## src/rtl/gpio_mailbox_pkg.sv

```systemverilog
// Shared types and GPIO bit positions for the GPIO mailbox.
// Holds no logic, so it has no latency. It has no backpressure role either.
package gpio_mailbox_pkg;

  typedef enum logic {
    P_IDLE,
    P_PRESENT
  } pres_state_t;

  // cpu_io1 (status word seen by the CPU)
  localparam int IO1_RX_TOG     = 0;
  localparam int IO1_TX_ACK     = 1;
  localparam int IO1_IN_NE      = 2;
  localparam int IO1_OUT_FULL   = 3;
  localparam int IO1_INCNT_LSB  = 8;
  localparam int IO1_OUTCNT_LSB = 16;

  // cpu_io3 (control word written by the CPU)
  localparam int IO3_TX_TOG  = 0;
  localparam int IO3_RX_ACK  = 1;
  localparam int IO3_LINK_EN = 31;

  localparam int DATA_W = 32;
  localparam int CNT_W  = 8;

  function automatic logic toggle_pending(input logic link_en, input logic tog, input logic seen);
    return link_en && (tog != seen);
  endfunction

endpackage

```

## src/rtl/mailbox_fifo.sv

```systemverilog
// Synchronous 32-bit FIFO with occupancy count. Head is valid in the cycle after a push into an empty FIFO.
// A push while full and a pop while empty are dropped. head reads 0 while empty.
module mailbox_fifo
  import gpio_mailbox_pkg::*;
#(
  parameter int DEPTH = 4,
  localparam int AW = $clog2(DEPTH)
) (
  input  logic              clk,
  input  logic              rst_n,
  input  logic              push,
  input  logic [DATA_W-1:0] push_data,
  input  logic              pop,
  output logic              full,
  output logic              empty,
  output logic [AW:0]       count,
  output logic [DATA_W-1:0] head
);

  logic [DATA_W-1:0] mem_q [DEPTH];
  logic [AW-1:0]     wr_ptr_q, wr_ptr_d;
  logic [AW-1:0]     rd_ptr_q, rd_ptr_d;
  logic [AW:0]       count_q, count_d;
  logic              do_push, do_pop;

  assign full  = (count_q == (AW+1)'(DEPTH));
  assign empty = (count_q == '0);
  assign count = count_q;
  assign head  = empty ? '0 : mem_q[rd_ptr_q];

  always_comb begin
    do_push  = push && !full;
    do_pop   = pop && !empty;
    wr_ptr_d = wr_ptr_q;
    rd_ptr_d = rd_ptr_q;
    count_d  = count_q;
    if (do_push) begin
      wr_ptr_d = wr_ptr_q + AW'(1);
    end
    if (do_pop) begin
      rd_ptr_d = rd_ptr_q + AW'(1);
    end
    // Simultaneous push and pop leave occupancy unchanged.
    if (do_push && !do_pop) begin
      count_d = count_q + (AW+1)'(1);
    end else if (do_pop && !do_push) begin
      count_d = count_q - (AW+1)'(1);
    end
  end

  always_ff @(posedge clk or negedge rst_n) begin
    if (!rst_n) begin
      wr_ptr_q <= '0;
      rd_ptr_q <= '0;
      count_q  <= '0;
    end else begin
      wr_ptr_q <= wr_ptr_d;
      rd_ptr_q <= rd_ptr_d;
      count_q  <= count_d;
    end
  end

  // Storage needs no reset: the pointers and count decide what is valid.
  always_ff @(posedge clk) begin
    if (do_push) begin
      mem_q[wr_ptr_q] <= push_data;
    end
  end

endmodule

```

## src/rtl/gpio_mailbox.sv

```systemverilog
// Toggle-handshake mailbox between a host valid/ready stream and CPU GPIO words (count fields under GPIO_MAILBOX_COUNT_EN).
// Latency: a word is presented one edge after it is pushed, and pushed out one edge after a CPU tx toggle.
// Backpressure: h_in_ready drops when inbound is full. A tx toggle stays pending while outbound is full.
module gpio_mailbox
  import gpio_mailbox_pkg::*;
#(
  parameter int DEPTH = 4,
  localparam int AW = $clog2(DEPTH)
) (
  input  logic              clk,
  input  logic              rst_n,
  input  logic [DATA_W-1:0] h_in_data,
  input  logic              h_in_valid,
  output logic              h_in_ready,
  output logic [DATA_W-1:0] h_out_data,
  output logic              h_out_valid,
  input  logic              h_out_ready,
  output logic [DATA_W-1:0] cpu_io0,
  output logic [DATA_W-1:0] cpu_io1,
  input  logic [DATA_W-1:0] cpu_io2,
  input  logic [DATA_W-1:0] cpu_io3
);

  pres_state_t       state_q, state_d;
  logic [DATA_W-1:0] io0_q, io0_d;
  logic              rx_tog_q, rx_tog_d;
  logic              ack_seen_q, ack_seen_d;
  logic              tx_seen_q, tx_seen_d;

  logic              in_full, in_empty, in_pop, in_push;
  logic [AW:0]       in_count;
  logic [DATA_W-1:0] in_head;
  logic              out_full, out_empty, out_pop, out_push;
  logic [AW:0]       out_count;
  logic              link_en;
  logic              unused_io3;

  assign link_en    = cpu_io3[IO3_LINK_EN];
  assign unused_io3 = ^cpu_io3[30:2];

  assign h_in_ready  = !in_full;
  assign in_push     = h_in_valid && h_in_ready;
  assign h_out_valid = !out_empty;
  assign out_pop     = h_out_valid && h_out_ready;

  mailbox_fifo #(.DEPTH(DEPTH)) u_in_fifo (
    .clk       (clk),
    .rst_n     (rst_n),
    .push      (in_push),
    .push_data (h_in_data),
    .pop       (in_pop),
    .full      (in_full),
    .empty     (in_empty),
    .count     (in_count),
    .head      (in_head)
  );

  mailbox_fifo #(.DEPTH(DEPTH)) u_out_fifo (
    .clk       (clk),
    .rst_n     (rst_n),
    .push      (out_push),
    .push_data (cpu_io2),
    .pop       (out_pop),
    .full      (out_full),
    .empty     (out_empty),
    .count     (out_count),
    .head      (h_out_data)
  );

  // Presenter: one word at a time, released by an rx_ack toggle from the CPU.
  always_comb begin
    state_d    = state_q;
    io0_d      = io0_q;
    rx_tog_d   = rx_tog_q;
    ack_seen_d = ack_seen_q;
    in_pop     = 1'b0;
    case (state_q)
      P_IDLE: begin
        if (!in_empty) begin
          in_pop   = 1'b1;
          io0_d    = in_head;
          rx_tog_d = !rx_tog_q;
          state_d  = P_PRESENT;
        end
      end
      P_PRESENT: begin
        if (toggle_pending(link_en, cpu_io3[IO3_RX_ACK], ack_seen_q)) begin
          ack_seen_d = cpu_io3[IO3_RX_ACK];
          state_d    = P_IDLE;
        end
      end
      default: state_d = P_IDLE;
    endcase
  end

  // Outbound capture: a tx toggle is taken only when there is room, otherwise it stays pending.
  always_comb begin
    out_push  = 1'b0;
    tx_seen_d = tx_seen_q;
    if (toggle_pending(link_en, cpu_io3[IO3_TX_TOG], tx_seen_q) && !out_full) begin
      out_push  = 1'b1;
      tx_seen_d = cpu_io3[IO3_TX_TOG];
    end
  end

  always_ff @(posedge clk or negedge rst_n) begin
    if (!rst_n) begin
      state_q    <= P_IDLE;
      io0_q      <= '0;
      rx_tog_q   <= 1'b0;
      ack_seen_q <= 1'b0;
      tx_seen_q  <= 1'b0;
    end else begin
      state_q    <= state_d;
      io0_q      <= io0_d;
      rx_tog_q   <= rx_tog_d;
      ack_seen_q <= ack_seen_d;
      tx_seen_q  <= tx_seen_d;
    end
  end

`ifdef GPIO_MAILBOX_COUNT_EN
  logic [CNT_W-1:0] in_cnt_q, in_cnt_d;
  logic [CNT_W-1:0] out_cnt_q, out_cnt_d;

  always_comb begin
    in_cnt_d  = CNT_W'(in_count);
    out_cnt_d = CNT_W'(out_count);
  end

  always_ff @(posedge clk or negedge rst_n) begin
    if (!rst_n) begin
      in_cnt_q  <= '0;
      out_cnt_q <= '0;
    end else begin
      in_cnt_q  <= in_cnt_d;
      out_cnt_q <= out_cnt_d;
    end
  end
`else
  logic unused_cnt;
  assign unused_cnt = ^{in_count, out_count};
`endif

  always_comb begin
    cpu_io1               = '0;
    cpu_io1[IO1_RX_TOG]   = rx_tog_q;
    cpu_io1[IO1_TX_ACK]   = tx_seen_q;
    cpu_io1[IO1_IN_NE]    = !in_empty;
    cpu_io1[IO1_OUT_FULL] = out_full;
`ifdef GPIO_MAILBOX_COUNT_EN
    cpu_io1[IO1_INCNT_LSB +: CNT_W]  = in_cnt_q;
    cpu_io1[IO1_OUTCNT_LSB +: CNT_W] = out_cnt_q;
`endif
  end

  assign cpu_io0 = io0_q;

endmodule

```

## config.mk

```make
export PLATFORM = sky130hd
export DESIGN_NAME = gpio_mailbox
export DESIGN_NICKNAME = d
export VERILOG_FILES = /design/src/rtl/gpio_mailbox_pkg.sv /design/src/rtl/mailbox_fifo.sv /design/src/rtl/gpio_mailbox.sv
export SDC_FILE = /design/constraint.sdc
export NUM_CORES = 1
export LEC_CHECK = 0
export CAP_MARGIN = 25
export CORE_ASPECT_RATIO = 1.25
export CORE_MARGIN = 5
export CORE_UTILIZATION = 57
export CTS_CLUSTER_DIAMETER = 120
export DETAILED_ROUTE_END_ITERATION = 16
export MAX_ROUTING_LAYER = met4
export PLACE_DENSITY_LB_ADDON = 0.1
export SKIP_CTS_REPAIR_TIMING = 1
export SLEW_MARGIN = 20
export SYNTH_ARGS = -nofsm -noshare
export SYNTH_HDL_FRONTEND = slang
export SYNTH_SLANG_ARGS = --single-unit
```

## constraint.sdc

```tcl
create_clock -name clk -period 5.1 [get_ports clk]
set_clock_uncertainty 0.2 [all_clocks]
set_input_delay 1.02 -clock clk [delete_from_list [all_inputs] [get_ports clk]]
set_output_delay 1.02 -clock clk [all_outputs]
set_load 0.05 [all_outputs]
```

## Yosys cells after proc, flatten, opt, wreduce, memory -nomap -nowiden

Memory sizes are Yosys's and may differ from the RTL's. A register that Yosys moved wholly into a read port is not among the register bits.
Index checks and enable logic that the tools add are counted.

| operators by class | value |
|---|---|
| $add $sub $neg | 8 |
| bitwise operators | 2 |
| reductions and logical operators | 29 |
| eq/ne operators | 4 |
| muxes and demuxes | 14 |

Operator list:

| cell | count |
|---|---|
| 2-to-1 mux 32 bit | 1 |
| logical AND 1 bit | 13 |
| 2-to-1 mux 3 bit | 4 |
| zero test 1 bit | 10 |
| adder 2 x 1 -> 2 bit, second input constant | 4 |
| 2-to-1 mux 1 bit | 8 |
| adder 3 x 1 -> 3 bit, second input constant | 2 |
| equality test 3 bit, second input constant | 2 |
| zero test 3 bit | 2 |
| subtractor 3 x 1 -> 3 bit, second input constant | 2 |
| AND reduction 2 bit | 2 |
| nonzero test 2 bit | 2 |
| inequality test 1 bit | 2 |
| inverter 1 bit | 2 |
| case mux 1 bit (2 select lines) | 1 |

| word-level totals | value |
|---|---|
| memories kept | 2 |
| output and inout bits | 98 |
| bits in writable memories | 256 |
| register bits after elaboration | 18 |

Memories:

| memory | depth | width | rd ports | clocked after Yosys merged registers in | wr ports | RTL line | source |
|---|---|---|---|---|---|---|---|
| u_in_fifo.mem_q | 4 | 32 | 1 | 1 | 1 | mailbox_fifo.sv:20 | `logic [DATA_W-1:0] mem_q [DEPTH];` |
| u_out_fifo.mem_q | 4 | 32 | 1 | 0 | 1 | mailbox_fifo.sv:20 |  |

## Longest topological paths before layout

Gate-level depths: netlist of run 1.

| logic depth | value |
|---|---|
| depth in word-level cells | 9 |
| depth in mapped cells | 10 |
| gate-level depth less buffers | 9 |

## Cells and area by module

A second synthesis of run 1 with hierarchy kept.

| second synthesis, totals | value |
|---|---|
| cells, all modules | 596 |
| area total of the unflattened synthesis | 12165.4 µm² |

Modules (own cells, without submodules):

| module | times used | area each (µm²) | cells each |
|---|---|---|---|
| mailbox_fifo | 2 | 5260.0 | 239 |
| gpio_mailbox | 1 | 1645.3 | 118 |

## Worst setup path after synthesis of run 1

No wires, ideal clock.

| timing path | value |
|---|---|
| path kind | flip-flop to output port |
| start | register u_out_fifo.count_q[0], in the netlist u_out_fifo.count[0] |
| end | output h_out_data[0] |
| buffers on the path | 2 |
| arrival | 1.819 ns |
| setup slack | 2.061 ns |
| stages on the path, launching flop included | 5 |
| cells stage by stage | dfrtp_1 > or3_1 > clkbuf_1 > clkbuf_1 > and2_1 |

| on the way | value |
|---|---|
| cells in the longest elaborated chain, start to end | 2 |

RTL lines:

| what | RTL line | source |
|---|---|---|
| start, declared | mailbox_fifo.sv:23 | `logic [AW:0] count_q, count_d;` |
| start signal, assigned | mailbox_fifo.sv:59 | `count_q <= count_d;` |
| zero test 3 bit | mailbox_fifo.sv:27 | `assign empty = (count_q == '0);` |
| 2-to-1 mux 32 bit | mailbox_fifo.sv:29 | `assign head = empty ? '0 : mem_q[rd_ptr_q];` |
| end, declared | gpio_mailbox.sv:15 | `output logic [DATA_W-1:0] h_out_data,` |

No other way between the ends.

## Worst setup path after layout of run 1

| timing path | value |
|---|---|
| start | register u_out_fifo.rd_ptr_q[0] |
| end | output h_out_data[19] |

| on the way | value |
|---|---|
| cells in the longest elaborated chain, start to end | 2 |

RTL lines:

| what | RTL line | source |
|---|---|---|
| start, declared | mailbox_fifo.sv:22 | `logic [AW-1:0] rd_ptr_q, rd_ptr_d;` |
| start signal, assigned | mailbox_fifo.sv:58 | `rd_ptr_q <= rd_ptr_d;` |
| memory read (4 x 32 bit) | -- |  |
| 2-to-1 mux 32 bit | mailbox_fifo.sv:29 |  |

No other way between the ends.

==> results.py, run 1 <==
metrics = {
    "detailed_routing": {
        "vias": 5375,
        "drt.antenna.violating_nets": 0,
        "dr.pass1.iters": 6,
        "via_per_inst": 5.39,
        "drt-initial-drc-count": 327,
        "totalWireLength_mm": 20.5,
        "route.detailed.drc": 0,
        "routedWlPerCell_um": 20.5,
    },
    "floorplanning": {
        "ios": 198,
        "dieArea_mm2": 0.0241,
        "die_w_um": 140,
        "num_rows": 59,
        "coreArea_mm2": 0.0208,
        "start_util": 0.578,
        "dieHeight_um": 172,
    },
    "critical_path": {
        "worstPathMaxFanout": 17,
        "end_kind": "output port",
        "arrival_ns": 2.99,
        "cp-start-kind": "flop",
        "required_ns": 3.88,
        "critical_path_class": "flop to output port",
    },
    "synthesis": {
        "synth.ff_latch_count": 306,
        "synth.area.top_cells": "edfxtp_1, mux4_2, dfrtp_1, mux2_4, and2_1",
        "syn_area_mm2": 0.0120,
        "syn_avg_cell_area_um2": 21.8,
        "synth_cell_type_count": 28,
        "yosysMostFrequentCell": "edfxtp_1",
        "ys_top_cells_by_count": "edfxtp_1, mux4_2, dfrtp_1, and2_1, buf_4",
        "synth-edff-count": 256,
        "synth_largest_area_cell": "edfxtp_1",
        "postSynth.asyncResetShare": 0.163,
        "synth_top_area_share": 0.639,
        "synthCells": 553,
        "ys.flop_type": "edfxtp_1",
        "yosys_warnings": 0,
        "ys_seq_area_frac": 0.743,
    },
    "sta": {
        "finalHoldViolCount": 0,
        "rsz0062_at_grt": "no",
        "tns_ns": 0,
        "period_share": 0.825,
        "period_minus_slack_ns": 4.21,
        "maxSlewHeadroom": 0.373,
        "setup_viol": 0,
        "drv_slew": 0,
        "worst_slew_pin_slew_ns": 0.940,
        "fmax_mhz": 238,
        "worst_slack_ns": 0.892,
    },
    "grt": {
        "grt_pass1_vias": 6010,
        "grt_max_degree": 51,
        "grt_use_total": 0.178,
        "antenna_found_initial": 0,
        "grt_remaining_overflow": 0,
        "grt_pass1_wl_mm": 32.4,
    },
    "place": {
        "pre_cts_ws_ns": 1.35,
        "routabilityCongestion": 0.681,
        "io_buffers": 140,
        "dp_cells": 946,
        "dpl.hpwl_mm": 12.3,
    },
    "clock_tree": {
        "clock_latency_ns": 0.52,
        "cts.root.buffer_cell": "clkbuf_16",
        "cts_tree": "done",
        "clock_tree.buffer_depth": 3,
        "htreeDepth": 1,
        "cts.sink_count": 306,
        "cts.clk_slew.worst_paths_ns": 0.06,
        "cts_buffers": 28,
    },
    "hold_path": {
        "hp-class": "flop to flop",
    },
    "cells_and_area": {
        "drive_gt1_frac": 0.227,
        "area_growth_pct": 20.2,
        "n_antenna_cell": 0,
        "nFillCells": 1336,
        "final_net_count": 814,
        "stdcell_count": 998,
    },
    "outcome": {
        "outcome": "complete, no violations",
    },
    "job": {
        "timing.max_cap.violations": 0,
    },
    "power_and_ir_drop": {
        "power_density_mw_per_mm2": 661,
        "ir_drop_mv": 0.443,
        "p_leak_nw": 5.01,
    },
}
==> area by class of cell <==
cell class | count | area, um2 | area share
sequential | 306 | 8940 | 0.619
clock inverter | 10 | 109 | 0.00753
timing repair buffer | 146 | 1440 | 0.0997
multi-input combinational | 212 | 2760 | 0.191
clock buffer | 42 | 835 | 0.0577
inverter | 8 | 30.0 | 0.00208
tap | 274 | 343 | 0.0237
==> layout by cell type (no fill, tap or decap) <==
cell	Yosys	final
clkinv_2	0	1
clkbuf_1	6	7
mux2_4	28	28
nor2_1	3	3
conb_1	1	28
nand3_1	1	1
clkinv_1	0	2
mux4_2	60	60
clkbuf_16	0	29
a21boi_2	1	1
nor3_2	1	1
and2_2	0	8
xor2_1	7	7
or3_2	0	1
buf_4	33	6
inv_1	8	8
mux4_1	4	4
o22a_1	1	1
nor2_4	0	1
inv_4	0	1
and2_1	40	32
dfrtp_1	50	47
mux2_2	10	10
edfxtp_1	256	256
clkinvlp_4	0	4
buf_2	7	1
nand2_1	3	3
bufinv_16	0	2
clkbuf_8	0	6
xnor2_1	8	8
ha_1	10	10
clkdlybuf4s50_1	0	139
nor3b_1	2	2
nor3b_2	1	1
fa_1	2	2
dfrtp_2	0	3
==> flip-flops by register name, summed over array words and instances, names as in the netlist <==
name and cells:
u_out_fifo.rd_ptr_q 2, u_in_fifo.count 3, u_out_fifo.mem_q 128, u_in_fifo.rd_ptr_q 2, u_out_fifo.count 3, rx_tog_q 1
u_out_fifo.wr_ptr_q 2, state_q 1, tx_seen_q 1, u_in_fifo.wr_ptr_q 2, ack_seen_q 1, cpu_io0 32
u_in_fifo.mem_q 128
==> worst paths after layout <==
check                           slack [ns]  cells after the start                    from                     end
worst max-delay path                  0.89                      4  u_out_fifo.rd_ptr_q[0]          h_out_data[19]
worst min-delay path                  0.27                      1                rx_tog_q                rx_tog_q
worst max register to register        2.24                      8     u_out_fifo.count[0]     u_out_fifo.count[2]
worst min register to register        0.27                      1                rx_tog_q                rx_tog_q
max in group asynchronous             3.75                      2                   rst_n  u_out_fifo.rd_ptr_q[0]
min in group asynchronous             0.43                      2                   rst_n             cpu_io0[24]
==> cell families after synthesis <==
kind of cell             share of synthesized area
XOR/XNOR                                    0.0109
other                                     0.000312
flip-flops                                   0.743
adder cells (fa/ha/maj)                     0.0137
multiplexers                                 0.165
AND/OR/NAND/NOR                             0.0273
buffers and inverters                       0.0376
AO/OA/AOI/OAI                              0.00166
==> stage by stage <==
stage | hold slack, ns | util | area [um2] | power (mW)
final | 0.272 | 0.694 | 14500 | 9.55
after global routing | 0.308 | 0.694 | 14500 | 10.0
after CTS | 0.274 | 0.694 | 14500 | 9.68
after detailed placement | 0.259 | 0.649 | 13500 | 7.59
after global placement | 0.254 | 0.649 | 13500 | 7.50
after floorplan | 0.243 | - | 12100 | 6.52
==> layer usage <==
layer | share of wire | global-route usage | vias to the layer above
met1 | 0.37 | 0.205 | 2807
met2 | 0.56 | 0.325 | 137
li1 | - | - | 2410
met4 | 0.012 | 0.0405 | 0
met5 | 0 | - | -
met3 | 0.066 | 0.0354 | 21
==> critical path: stages, from the launching register on <==
cell             delay (ns)
dfrtp_2                0.70
buf_4                  0.36
mux4_2                 0.52
and2_1                 0.18
clkdlybuf4s50_1        0.70
==> where the power goes <==
group | total [mW] | leakage, nW | switching, mW | internal [mW]
Sequential | 3.66 | 2.92 | 0.340 | 3.32
Clock | 2.08 | 0.449 | 0.845 | 1.23
Combinational | 3.81 | 1.64 | 2.20 | 1.62
Total | 9.55 | 5.01 | 3.38 | 6.17
Note: power is estimated with default switching activity, not from simulation.
==> inputs of run 2 (changes only) <==
--- a/config.mk
+++ b/config.mk
@@ -8,7 +8,7 @@
 export CAP_MARGIN = 25
 export CORE_ASPECT_RATIO = 1.25
 export CORE_MARGIN = 5
-export CORE_UTILIZATION = 57
+export CORE_UTILIZATION = 48
 export CTS_CLUSTER_DIAMETER = 120
 export DETAILED_ROUTE_END_ITERATION = 16
 export MAX_ROUTING_LAYER = met4
==> constraint.sdc (replaced) <==
create_clock -name clk -period 3.75 [get_ports clk]
set_clock_uncertainty 0.2 [all_clocks]
set_input_delay 0.75 -clock clk [delete_from_list [all_inputs] [get_ports clk]]
set_output_delay 0.75 -clock clk [all_outputs]
set_load 0.05 [all_outputs]
==> run 2 against run 1 <==
Compared with the run above:
- die area rose by 17%
- critical path depth fell by 2
- final area rose by 1.9%
- first-iteration DRC count fell by 33%
- setup slack got worse by 0.41 ns
- non-clock buffer count rose by 11
==> results.py, run 2 (synthesized netlist as in run 1, its figures left out) <==
metrics = {
    "outcome": {
        "outcome": "complete, no violations",
    },
    "critical_path": {
        "path_cells": "nor3b_1 > clkdlybuf4s50_1",
        "cp.depth": 2,
        "critical_path_class": "flop to output port",
        "worstRegToRegCells": 8,
        "end_kind": "output port",
        "cp_slowest_stage_delay_ns": 0.90,
        "cp_top_family": "buffers and inverters",
        "worst-path-buf-inv": 1,
        "required_ns": 2.80,
        "worst_path_max_delay_cell": "clkdlybuf4s50_1",
        "arrival_ns": 2.32,
        "cp-start-kind": "flop",
        "worstPathMaxFanout": 4,
    },
    "grt": {
        "grt_use_total": 0.159,
        "grt_pass1_wl_mm": 33.8,
        "grt_max_degree": 51,
        "grt_remaining_overflow": 0,
        "antenna_found_initial": 0,
        "grt_pass1_vias": 6158,
    },
    "clock_tree": {
        "htreeDepth": 1,
        "cts.root.buffer_cell": "clkbuf_16",
        "cts.clk_slew.worst_paths_ns": 0.06,
        "clock_latency_ns": 0.54,
        "cts_buffers": 30,
        "clock_tree.buffer_depth": 3,
        "cts.sink_count": 306,
        "cts_tree": "done",
    },
    "cells_and_area": {
        "n_antenna_cell": 0,
        "final_net_count": 827,
        "final_area_mm2": 0.0147,
        "final_common_cell": "edfxtp_1",
        "area_growth_pct": 22.5,
        "stdcell_count": 1069,
        "nFillCells": 1800,
        "drive_gt1_frac": 0.280,
        "final_cell_mix": "edfxtp_1, clkdlybuf4s50_1, mux4_2",
        "final_core_util": 0.599,
    },
    "floorplanning": {
        "dieArea_mm2": 0.0283,
        "num_rows": 64,
        "start_util": 0.489,
        "die_w_um": 152,
        "ios": 198,
        "dieHeight_um": 187,
        "coreArea_mm2": 0.0246,
    },
    "sta": {
        "setup_viol": 0,
        "tns_ns": 0,
        "maxSlewHeadroom": 0.414,
        "fmax_mhz": 306,
        "period_minus_slack_ns": 3.27,
        "period_share": 0.871,
        "drv_slew": 0,
        "finalHoldViolCount": 0,
        "worst_slew_pin_slew_ns": 0.879,
        "rsz0062_at_grt": "no",
    },
    "power_and_ir_drop": {
        "power_density_mw_per_mm2": 913,
        "ir_drop_mv": 0.473,
        "p_leak_nw": 5.20,
    },
    "detailed_routing": {
        "route.detailed.drc": 0,
        "dr.pass1.iters": 4,
        "routedWlPerCell_um": 20.6,
        "drt-initial-drc-count": 218,
        "drt.antenna.violating_nets": 0,
        "totalWireLength_mm": 22.1,
        "via_per_inst": 5.09,
        "vias": 5443,
    },
    "place": {
        "routabilityCongestion": 0.700,
        "io_buffers": 140,
        "dpl.hpwl_mm": 13.4,
        "postPlaceCellArea_mm2": 0.0136,
        "dp_cells": 1013,
    },
    "job": {
        "timing.max_cap.violations": 0,
    },
    "hold_path": {
        "hp-class": "input pin to asynchronous set/reset pin",
    },
}
run 2: changes by cell type in the layout (fill, tap and decap cells not counted), moves of 2 or more:
cell / delta
clkbuf_1: +2
clkinvlp_4: -4
buf_4: +39
clkbuf_8: -4
buf_12: +4
clkbuf_16: +2
clkinv_2: +2
bufinv_16: +6
clkdlybuf4s50_1: -32
run 2: where the power goes:
group | leakage [nW] | total, mW | switching [mW] | internal [mW]
sequential | 2.92 | 4.95 | 0.445 | 4.51
combinational | 1.75 | 5.23 | 3.05 | 2.18
clock | 0.537 | 3.27 | 1.18 | 2.10
total | 5.20 | 13.5 | 4.67 | 8.79
run 2: routing by layer:
layer,wire [um],GRT usage,vias up
li1,-,-,2444
met1,8600,0.188,2830
met2,11900,0.284,136
met3,1170,0.0303,33
met4,380,0.0342,0
met5,0,-,-
run 2: stage by stage:
stage / power, mW / setup slack, ns / hold WS [ns]
2_1_floorplan: 8.87 / 0.981 / 0.243
3_3_place_gp: 10.3 / 0.790 / 0.259
3_5_place_dp: 10.4 / 0.710 / 0.265
4_1_cts: 13.7 / 0.412 / 0.169
5_1_grt: 14.1 / 0.381 / 0.195
6_report: 13.5 / 0.483 / 0.143
run 2: worst paths after layout:
kind / from / to / slack, ns
min in group clk: rx_tog_q / rx_tog_q / 0.27
max in group asynchronous: rst_n / u_in_fifo.rd_ptr_q[1] / 2.65
max: u_out_fifo.count[0] / cpu_io1[3] / 0.48
min: rst_n / cpu_io0[10] / 0.14
min reg2reg: rx_tog_q / rx_tog_q / 0.27
max reg2reg: u_out_fifo.count[0] / u_out_fifo.count[2] / 1.39
run 2: worst reg2reg max path: stages (launching register included):
cell,delay (ns)
dfrtp_1,0.43
or3_1,0.45
nand2_1,0.14
ha_1,0.20
inv_1,0.06
fa_1,0.37
xor2_1,0.17
nor2_1,0.11
xor2_1,0.16
run 2: area by class of cell:
type,count,area (um2),area share
Timing Repair Buffer,157,1490,0.101
Clock buffer,42,837,0.0568
Clock inverter,14,267,0.0181
Tap cell,330,413,0.0280
Inverter,8,30.0,0.00204
Sequential cell,306,8940,0.607
Multi-Input combinational cell,212,2750,0.187
==> inputs of run 3 (changes only) <==
--- a/config.mk
+++ b/config.mk
@@ -8,7 +8,7 @@
 export CAP_MARGIN = 25
 export CORE_ASPECT_RATIO = 1.25
 export CORE_MARGIN = 5
-export CORE_UTILIZATION = 48
+export CORE_UTILIZATION = 40
 export CTS_CLUSTER_DIAMETER = 120
 export DETAILED_ROUTE_END_ITERATION = 16
 export MAX_ROUTING_LAYER = met4
==> run 3 against run 2 <==
Compared with the run above:
- final area is 0.92% higher
- core utilization is 10 points lower
- largest cell class unchanged
- critical path depth is 2 higher
==> results.py, run 3 (synthesized netlist as in run 1, its figures left out) <==
metrics = {
    "clock_tree": {
        "cts_buffers": 34,
        "cts.root.buffer_cell": "clkbuf_16",
        "clock_tree.buffer_depth": 3,
        "clock_latency_ns": 0.50,
        "cts.clk_slew.worst_paths_ns": 0.06,
        "cts.sink_count": 306,
        "cts_tree": "done",
        "htreeDepth": 2,
    },
    "critical_path": {
        "required_ns": 2.80,
        "arrival_ns": 2.69,
        "worstReg2RegEnd": "u_out_fifo.count[2]",
        "crit-reg2reg-launch": "u_out_fifo.count[0]",
        "worstRegToRegCells": 9,
        "crit_path_end": "h_out_data[1]",
        "critPathLaunch": "u_out_fifo.rd_ptr_q[0]",
        "cp-start-kind": "flop",
        "end_kind": "output port",
        "critical_path_class": "flop to output port",
        "worstPathMaxFanout": 12,
        "rrSetupSlack_ns": 1.11,
    },
    "cells_and_area": {
        "final_cell_mix": "edfxtp_1, clkdlybuf4s50_1, mux4_2",
        "drive_gt1_frac": 0.236,
        "final_common_cell": "edfxtp_1",
        "n_antenna_cell": 0,
        "final_area_mm2": 0.0149,
        "final_net_count": 831,
        "area_growth_pct": 23.6,
    },
    "sta": {
        "finalHoldViolCount": 0,
        "setup_viol": 0,
        "holdWs_ns": 0.0521,
        "period_minus_slack_ns": 3.64,
        "drv_slew": 0,
        "worst_slew_pin_slew_ns": 0.940,
        "maxSlewHeadroom": 0.373,
        "rsz0062_at_grt": "no",
        "fmax_mhz": 275,
        "tns_ns": 0,
        "period_share": 0.970,
        "worst_slack_ns": 0.112,
    },
    "place": {
        "routabilityCongestion": 0.659,
        "io_buffers": 140,
        "pre_cts_ws_ns": 0.516,
        "postPlaceCellArea_mm2": 0.0138,
        "dpl.hpwl_mm": 13.8,
    },
    "grt": {
        "grt_pass1_vias": 6247,
        "grt_max_degree": 36,
        "grt_pass1_wl_mm": 35.8,
        "grt_remaining_overflow": 0,
        "antenna_found_initial": 0,
        "grt_use_total": 0.146,
    },
    "outcome": {
        "outcome": "complete, no violations",
    },
    "detailed_routing": {
        "drt-initial-drc-count": 267,
        "vias": 5495,
        "totalWireLength_mm": 23.4,
        "drt.antenna.violating_nets": 0,
        "dr.pass1.iters": 4,
        "route.detailed.drc": 0,
        "routedWlPerCell_um": 20.4,
        "via_per_inst": 4.80,
    },
    "floorplanning": {
        "ios": 198,
        "dieArea_mm2": 0.0337,
        "dieHeight_um": 204,
        "num_rows": 71,
        "start_util": 0.402,
        "die_w_um": 165,
        "coreArea_mm2": 0.0299,
    },
    "power_and_ir_drop": {
        "p_leak_nw": 5.16,
        "power_density_mw_per_mm2": 907,
        "ir_drop_mv": 0.457,
    },
    "hold_path": {
        "hp-class": "input pin to asynchronous set/reset pin",
    },
    "job": {
        "timing.max_cap.violations": 0,
    },
}
## run 3: layout make-up
type / count / area, um2
fillers: 2495 / 15100
flip-flops and latches: 306 / 8950
multi-input cells: 212 / 2750
repair buffers: 157 / 1560
clock buffers: 47 / 963
well taps: 401 / 502
clock inverters: 13 / 113
inverters: 8 / 30.0
## run 3: stage by stage
step	power, mW	std cells	util
4_1_cts	13.7	1144	0.497
2_1_floorplan	8.87	580	-
5_1_grt	14.2	1144	0.497
6_report	13.5	1144	0.497
3_3_place_gp	10.4	1084	0.461
3_5_place_dp	10.5	1084	0.461
## run 3: power by group
part	switching [mW]	internal (mW)
logic	3.11	2.27
clock network	1.25	1.93
registers	0.409	4.51
total	4.77	8.72
## run 3: per-layer routing
layer / track usage / vias to the layer above / wire (um)
met2: 0.252 / 142 / 12300
met1: 0.164 / 2871 / 9140
met3: 0.0403 / 35 / 1440
li1: - / 2447 / -
met4: 0.0434 / 0 / 487
met5: - / - / 0
## run 3: critical path, cell delays in order, from the launching register on
cell and delay, ns:
dfrtp_4 0.57, buf_12 0.21, mux4_2 0.49, and2_1 0.19
clkdlybuf4s50_1 0.71
## run 3: worst min path at each step
stage,from,endpoint,slack (ns)
after floorplan,rx_tog_q,rx_tog_q,0.24
after global placement,u_out_fifo.rd_ptr_q[1],u_out_fifo.rd_ptr_q[1],0.26
after detailed placement,u_out_fifo.rd_ptr_q[1],u_out_fifo.rd_ptr_q[1],0.26
after CTS,rst_n,cpu_io0[28],0.04
after global routing,rst_n,cpu_io0[29],0.07
final,rst_n,cpu_io0[28],0.05
